**src/rtl/mul_seq_decoder.sv**
```systemverilog
// Receive-side decoder for the 4-beat multiply-sequence stream (d, d*3, d*7, d*8).
// Optional error counter output err_cnt is enabled by defining MUL_SEQ_DEC_ERRCNT_EN.
module mul_seq_decoder #(
    parameter int DW = 8,
    parameter int OW = 11
) (
    input  logic          clk,
    input  logic          rst,
    input  logic          in_grant,
    input  logic [OW-1:0] in_data,
    output logic          dec_valid,
    output logic [DW-1:0] dec_data,
    output logic [3:0]    dec_err,
    output logic          frame_abort,
    output logic          busy
`ifdef MUL_SEQ_DEC_ERRCNT_EN
    ,
    output logic [15:0]   err_cnt
`endif
);

    typedef enum logic [1:0] {IDLE, B1, B2, B3} state_t;

    state_t        r_state;
    state_t        w_state_nxt;
    logic [DW-1:0] r_dcap;
    logic [3:0]    r_err;
    logic          r_dec_valid;
    logic [DW-1:0] r_dec_data;
    logic [3:0]    r_dec_err;
    logic          r_frame_abort;
    logic          r_busy;

    logic          w_load;
    logic          w_abort;
    logic          w_done;
    logic [3:0]    w_mis_vec;
    logic [3:0]    w_err_fin;
    logic [OW-1:0] w_d_ext;
    logic [OW-1:0] w_exp1;
    logic [OW-1:0] w_exp2;
    logic [OW-1:0] w_exp3;

    // OW = DW+3, so every expected product fits without truncation.
    assign w_d_ext = OW'(r_dcap);
    assign w_exp1  = w_d_ext * OW'(3);
    assign w_exp2  = w_d_ext * OW'(7);
    assign w_exp3  = {r_dcap, 3'b000};

    always_ff @(posedge clk or negedge rst) begin
        if (!rst) begin
            r_state <= IDLE;
        end else begin
            r_state <= w_state_nxt;
        end
    end

    always_comb begin
        w_state_nxt = r_state;
        w_load      = 1'b0;
        w_abort     = 1'b0;
        w_done      = 1'b0;
        w_mis_vec   = '0;
        case (r_state)
            IDLE: begin
                if (in_grant) begin
                    w_load      = 1'b1;
                    w_state_nxt = B1;
                end
            end
            B1: begin
                if (in_grant) begin
                    w_abort     = 1'b1;
                    w_load      = 1'b1;
                    w_state_nxt = B1;
                end else begin
                    w_mis_vec[1] = (in_data != w_exp1);
                    w_state_nxt  = B2;
                end
            end
            B2: begin
                if (in_grant) begin
                    w_abort     = 1'b1;
                    w_load      = 1'b1;
                    w_state_nxt = B1;
                end else begin
                    w_mis_vec[2] = (in_data != w_exp2);
                    w_state_nxt  = B3;
                end
            end
            B3: begin
                if (in_grant) begin
                    w_abort     = 1'b1;
                    w_load      = 1'b1;
                    w_state_nxt = B1;
                end else begin
                    w_mis_vec[3] = (in_data != w_exp3);
                    w_done       = 1'b1;
                    w_state_nxt  = IDLE;
                end
            end
            default: w_state_nxt = IDLE;
        endcase
    end

    // Final error vector includes the beat-3 result decided on the same edge.
    assign w_err_fin = r_err | w_mis_vec;

    always_ff @(posedge clk or negedge rst) begin
        if (!rst) begin
            r_dcap        <= '0;
            r_err         <= '0;
            r_dec_valid   <= 1'b0;
            r_dec_data    <= '0;
            r_dec_err     <= '0;
            r_frame_abort <= 1'b0;
            r_busy        <= 1'b0;
        end else begin
            r_dec_valid   <= w_done;
            r_frame_abort <= w_abort;
            r_busy        <= (w_state_nxt != IDLE);
            if (w_load) begin
                r_dcap <= in_data[DW-1:0];
                r_err  <= {3'b000, |in_data[OW-1:DW]};
            end else begin
                r_err  <= w_err_fin;
            end
            if (w_done) begin
                r_dec_data <= r_dcap;
                r_dec_err  <= w_err_fin;
            end
        end
    end

    assign dec_valid   = r_dec_valid;
    assign dec_data    = r_dec_data;
    assign dec_err     = r_dec_err;
    assign frame_abort = r_frame_abort;
    assign busy        = r_busy;

`ifdef MUL_SEQ_DEC_ERRCNT_EN
    logic [15:0] r_err_cnt;
    logic        w_cnt_inc;

    assign w_cnt_inc = (w_done && (|w_err_fin)) || w_abort;

    always_ff @(posedge clk or negedge rst) begin
        if (!rst) begin
            r_err_cnt <= '0;
        end else if (w_cnt_inc && (r_err_cnt != '1)) begin
            r_err_cnt <= r_err_cnt + 16'd1;
        end
    end

    assign err_cnt = r_err_cnt;
`endif

endmodule

```
**config.mk**
```make
export PLATFORM = sky130hd
export DESIGN_NAME = mul_seq_decoder
export DESIGN_NICKNAME = d
export VERILOG_FILES = /design/src/rtl/mul_seq_decoder.sv
export SDC_FILE = /design/constraint.sdc
export NUM_CORES = 1
export LEC_CHECK = 0
export CAP_MARGIN = 0
export CORE_MARGIN = 4
export CORE_UTILIZATION = 50
export DETAILED_ROUTE_END_ITERATION = 10
export PLACE_DENSITY = 0.73
export SETUP_SLACK_MARGIN = 0.5
export SKIP_LAST_GASP = 1
export SLEW_MARGIN = 20
export SYNTH_ARGS = -nofsm -noshare
export SYNTH_HDL_FRONTEND = slang
export SYNTH_SLANG_ARGS = --single-unit
```
**constraint.sdc**
```tcl
create_clock -name clk -period 2.6 [get_ports clk]
set_clock_uncertainty 0.05 [all_clocks]
set_input_delay 0.52 -clock clk [delete_from_list [all_inputs] [get_ports clk]]
set_output_delay 0.52 -clock clk [all_outputs]
set_load 0.02 [all_outputs]
```
==> results.txt <==
- Result of the run: completed
* Count of endpoints failing hold in the final timing report: 0
* Die X: 73.24 microns
* Post-layout net count: 302
* Post-Syn Nets: 258
- Number of filler instances in the final layout: 358
- The floorplan step defined a die boundary enclosing 0.005364 sq mm.
- Share of total power in combinational logic: 50.8%
- Multiplexer fraction of the synthesized cell area: 3.175%
- Sequential-to-total area share from yosys stat: 34.10%
- Clock edge transition at the registers on the reported setup and hold paths: 60 ps
- RSZ-0062 raised after global routing: true
- Power density relative to cell area: 695.7 mW/mm^2
* Sequential fraction of design power: 30.7%
- For this design the static power due to leakage is 1.187 nW.
- Share of synthesized cell area in and, or, nand and nor gates: 16.70%
- Overall power after layout: 0.001887 W
- Largest driver fanout on the critical path: 4
- Counting distinct cell types in the post-synthesis netlist gives 39.
- Hold_buf cts: 0
* Clock sinks: 29
- In the final routed layout, each cell accounts on average for 15.22 microns.
* Xor/xnor share of the synthesized area: 14.81%
- The internal portion of the total power is 0.001179 W.
* HPWL Detailed: 3.743 mm
- Fraction of final layout cells sized beyond drive strength 1: 19.62%
- Of the available clock period, the critical path in the final layout requires 95.43%.
- In this run, CTS created clock tree buffers numbering 5.
* Clock tree from TritonCTS: done
- Dividing the detail-routed via count by the number of cells gives 5.435.
- Type of element launching the critical path: register
- After the first detailed-routing iteration, the DRC count stood at 116.
- The worst setup path is captured at a register.
- The synthesized netlist devotes 11.64% of its cell area to compound gates.
- Post-detailed-route count of antenna-violating nets: 0
- Vias in the first global route: 1,687
- Before antenna repair, the detailed router went through 4 iterations.
- The area growth from synthesis to layout is 27.45%.
- Data on the critical path is required at its endpoint by 2700 ps.
- The repair_antennas step left the layout with diodes totalling 0.
- Maximum cell stage delay along the critical path: 530 ps
* Post-placement cell area: 0.002567 sq mm
- Switching power summed over all nets: 0.0007081 W
* Avg Inst Size Synth: 9.674 sq um
- IR drop worst, VDD: 500.9 uV
* Final setup violating endpoints: 0
* Placer congestion estimate: 0.9001
* Post-Synth Adder-Cell Area: 17.28%
* Number of top-level design ports: 29
* Net switching share of the total power: 37.52%
- After synthesis the cells add up to 0.002128 sq mm.
- The number of max-slew violations in the final report came to 0.
- Worst rel slew slack: 75.64%
- Vertical die dimension: 73.24 microns
- Summing all non-filler instances in the final layout gives an area of 0.002713 sq mm.
- Peak clock frequency supported by timing: 403.0 MHz
- Area inside the core boundary: 0.004058 sq mm
- Fraction of the core area covered by cells at the end of the flow: 66.85%
- Power share of the clock group: 18.5%
- Effective utilization at floorplan: 52.45%
- The final layout contains routed wiring with a total length of 4.794 mm.
* Wire length of the first global-routing pass: 8.017 mm
- Worst slack after detailed placement: 51.24 ps
- Fin crit period: 2481 ps
- Worst-case clock buffer depth: 2
- Gate Count Post-Synth: 220
* Internal reg-to-reg setup slack: 120 ps
* Number of placement rows: 23
* H-tree depth: 2
- The clock reaches the later pin of the worst-skew pair after 280 ps.
- Global routing consumed, over all layers together, 19.68% of the routing resources.
* Clock tree root driver cell: sky130_fd_sc_hd__clkbuf_8
- Entering global routing, the biggest net connects 30 pins.
- Port buffering added 28 buffers.
- After synthesis the netlist holds a flip-flop and latch count of 29.
* Setup ws final: 118.9 ps
- Cells traversed along the worst timing path: fa_1, ha_1, inv_1, fa_2, nand2b_4, a21oi_2, xnor2_1, nor4_2, a31oi_1
- For this block, the via count after detailed routing is 1,712.
* CP max-delay cell: sky130_fd_sc_hd__fa_1
- The tool flagged a number of max-cap violations equal to 0.
- Data arrives at the worst endpoint at 2580 ps.
- By area, the combinational part of the netlist is dominated by adder cells.
* Critical path start-end classification: register to register
- Final global-route overflow total: 0
* Transition time at the pin with the least slew margin: 365.4 ps
* Summed negative setup slack over all endpoints: 0 ps
* Drt drc: 0
- Yosys printed 0 warnings.
- The worst hold path belongs to the class register to register.
- Antenna violations before repair: 0
-- worst max-delay path: cells and delay by family (launching register included) --
kind	cells	cell delay (ps)
adder cells (fa/ha/maj)	3	1050
AO/OA/AOI/OAI	2	240
AND/OR/NAND/NOR	2	420
buffers and inverters	1	60
XOR/XNOR	1	100
flip-flops	1	450
-- layout by cell type (no fill, tap or decap), drive strengths merged, types with 2 or more instances in the layout --
cell            n
buf            14
a21oi           9
or2             2
dfrtp          29
inv             8
xor2           15
nand2          36
o21ai           7
a211oi          3
nand2b          2
clkinv          2
nor2b           2
o21a            3
a21boi          2
nand4           4
mux2            6
clkbuf          6
nor2           12
ha             15
nand3           3
and3            2
nor4            3
nor3            5
clkdlybuf4s50  28
xnor2          21
a31oi           2
fa              9
o21bai          4
-- cell families after synthesis --
group | count (synthesis)
AND/OR/NAND/NOR | 76
AO/OA/AOI/OAI | 36
XOR/XNOR | 36
flip-flops | 29
adder cells (fa/ha/maj) | 24
buffers and inverters | 13
multiplexers | 6
-- cell usage after synthesis (all sizes together) --
master / count / area [sq um]
nand2: 36 / 135.1
dfrtp: 29 / 725.7
xnor2: 21 / 183.9
ha: 15 / 187.7
xor2: 15 / 131.4
nor2: 12 / 45.04
a21oi: 9 / 45.04
fa: 9 / 180.2
inv: 8 / 30.03
o21ai: 7 / 35.03
mux2: 6 / 67.56
clkbuf: 5 / 18.77
nor3: 5 / 25.02
nand4: 4 / 25.02
o21bai: 4 / 30.03
a211oi: 3 / 32.53
nand3: 3 / 15.01
nor4: 3 / 18.77
o21a: 3 / 22.52
a21boi: 2 / 18.77
a31oi: 2 / 12.51
and3: 2 / 13.77
nand2b: 2 / 12.51
nor2b: 2 / 12.51
or2: 2 / 12.51
a211o: 1 / 8.760
a21o: 1 / 7.510
a221o: 1 / 10.01
and3b: 1 / 10.01
nand4b: 1 / 8.760
nor3b: 1 / 7.510
o2111ai: 1 / 8.760
o21ba: 1 / 10.01
o22ai: 1 / 6.260
or3: 1 / 6.260
or4: 1 / 7.510
-- flip-flops by register name, summed over array words and instances (netlist names) --
name         flops
busy             1
dec_data         8
dec_err          4
dec_valid        1
frame_abort      1
r_dcap           8
r_err            4
r_state          2
-- worst paths after layout --
path / end / from / cells after the start
setup reg to reg: r_err[2] / r_dcap[1] / 9
setup / recovery: r_err[2] / r_dcap[1] / 9
hold / removal: dec_data[0] / dec_data[0] / 2
max in group asynchronous: r_dcap[1] / rst / 2
min in group asynchronous: dec_data[3] / rst / 2
hold reg to reg: dec_data[0] / dec_data[0] / 2
-- power by group through the flow --
stage                     combinational (W)  sequential (W)  clock [W]
final                              0.000959        0.000580   0.000349
after floorplan                    0.000557        0.000653          0
after global placement             0.000889        0.000588          0
after CTS                          0.000942        0.000580   0.000353
after global routing                0.00106        0.000592   0.000376
after detailed placement           0.000904        0.000589          0
-- per-stage QoR --
stage / hold WS, ps / instances
floorplan: 174.4 / 220
global placement: 409.5 / 306
detailed placement: 412.7 / 306
CTS: 426.9 / 315
global route: 442.5 / 315
finish: 421.4 / 315
-- layer usage --
layer	vias to the layer above	track usage, %	share of wire (%)
met5	-	0	0
met4	0	3.893	0.35
met3	2	4.270	5.4
met2	37	30.98	48
met1	834	27.96	46
li1	839	-	-
-- what timing repair did --
| action | CTS | global route |
|---|---|---|
| endpoints found under the setup margin | 2 | 2 |
| buffers inserted | 1 | 0 |
| gates resized for setup | 8 | 6 |
| pin swaps | 2 | 1 |
-- cell type report --
type | instances | area (sq um) | share of cell area (%)
multi-input combinational | 178 | 1419 | 52.31
clock inverter | 2 | 10.01 | 0.3690
tap | 50 | 62.56 | 2.306
clock buffer | 6 | 72.57 | 2.675
inverter | 8 | 30.03 | 1.107
timing repair buffer | 42 | 385.4 | 14.21
sequential | 29 | 733.2 | 27.03
No activity file was read; power rests on OpenSTA's default activity.
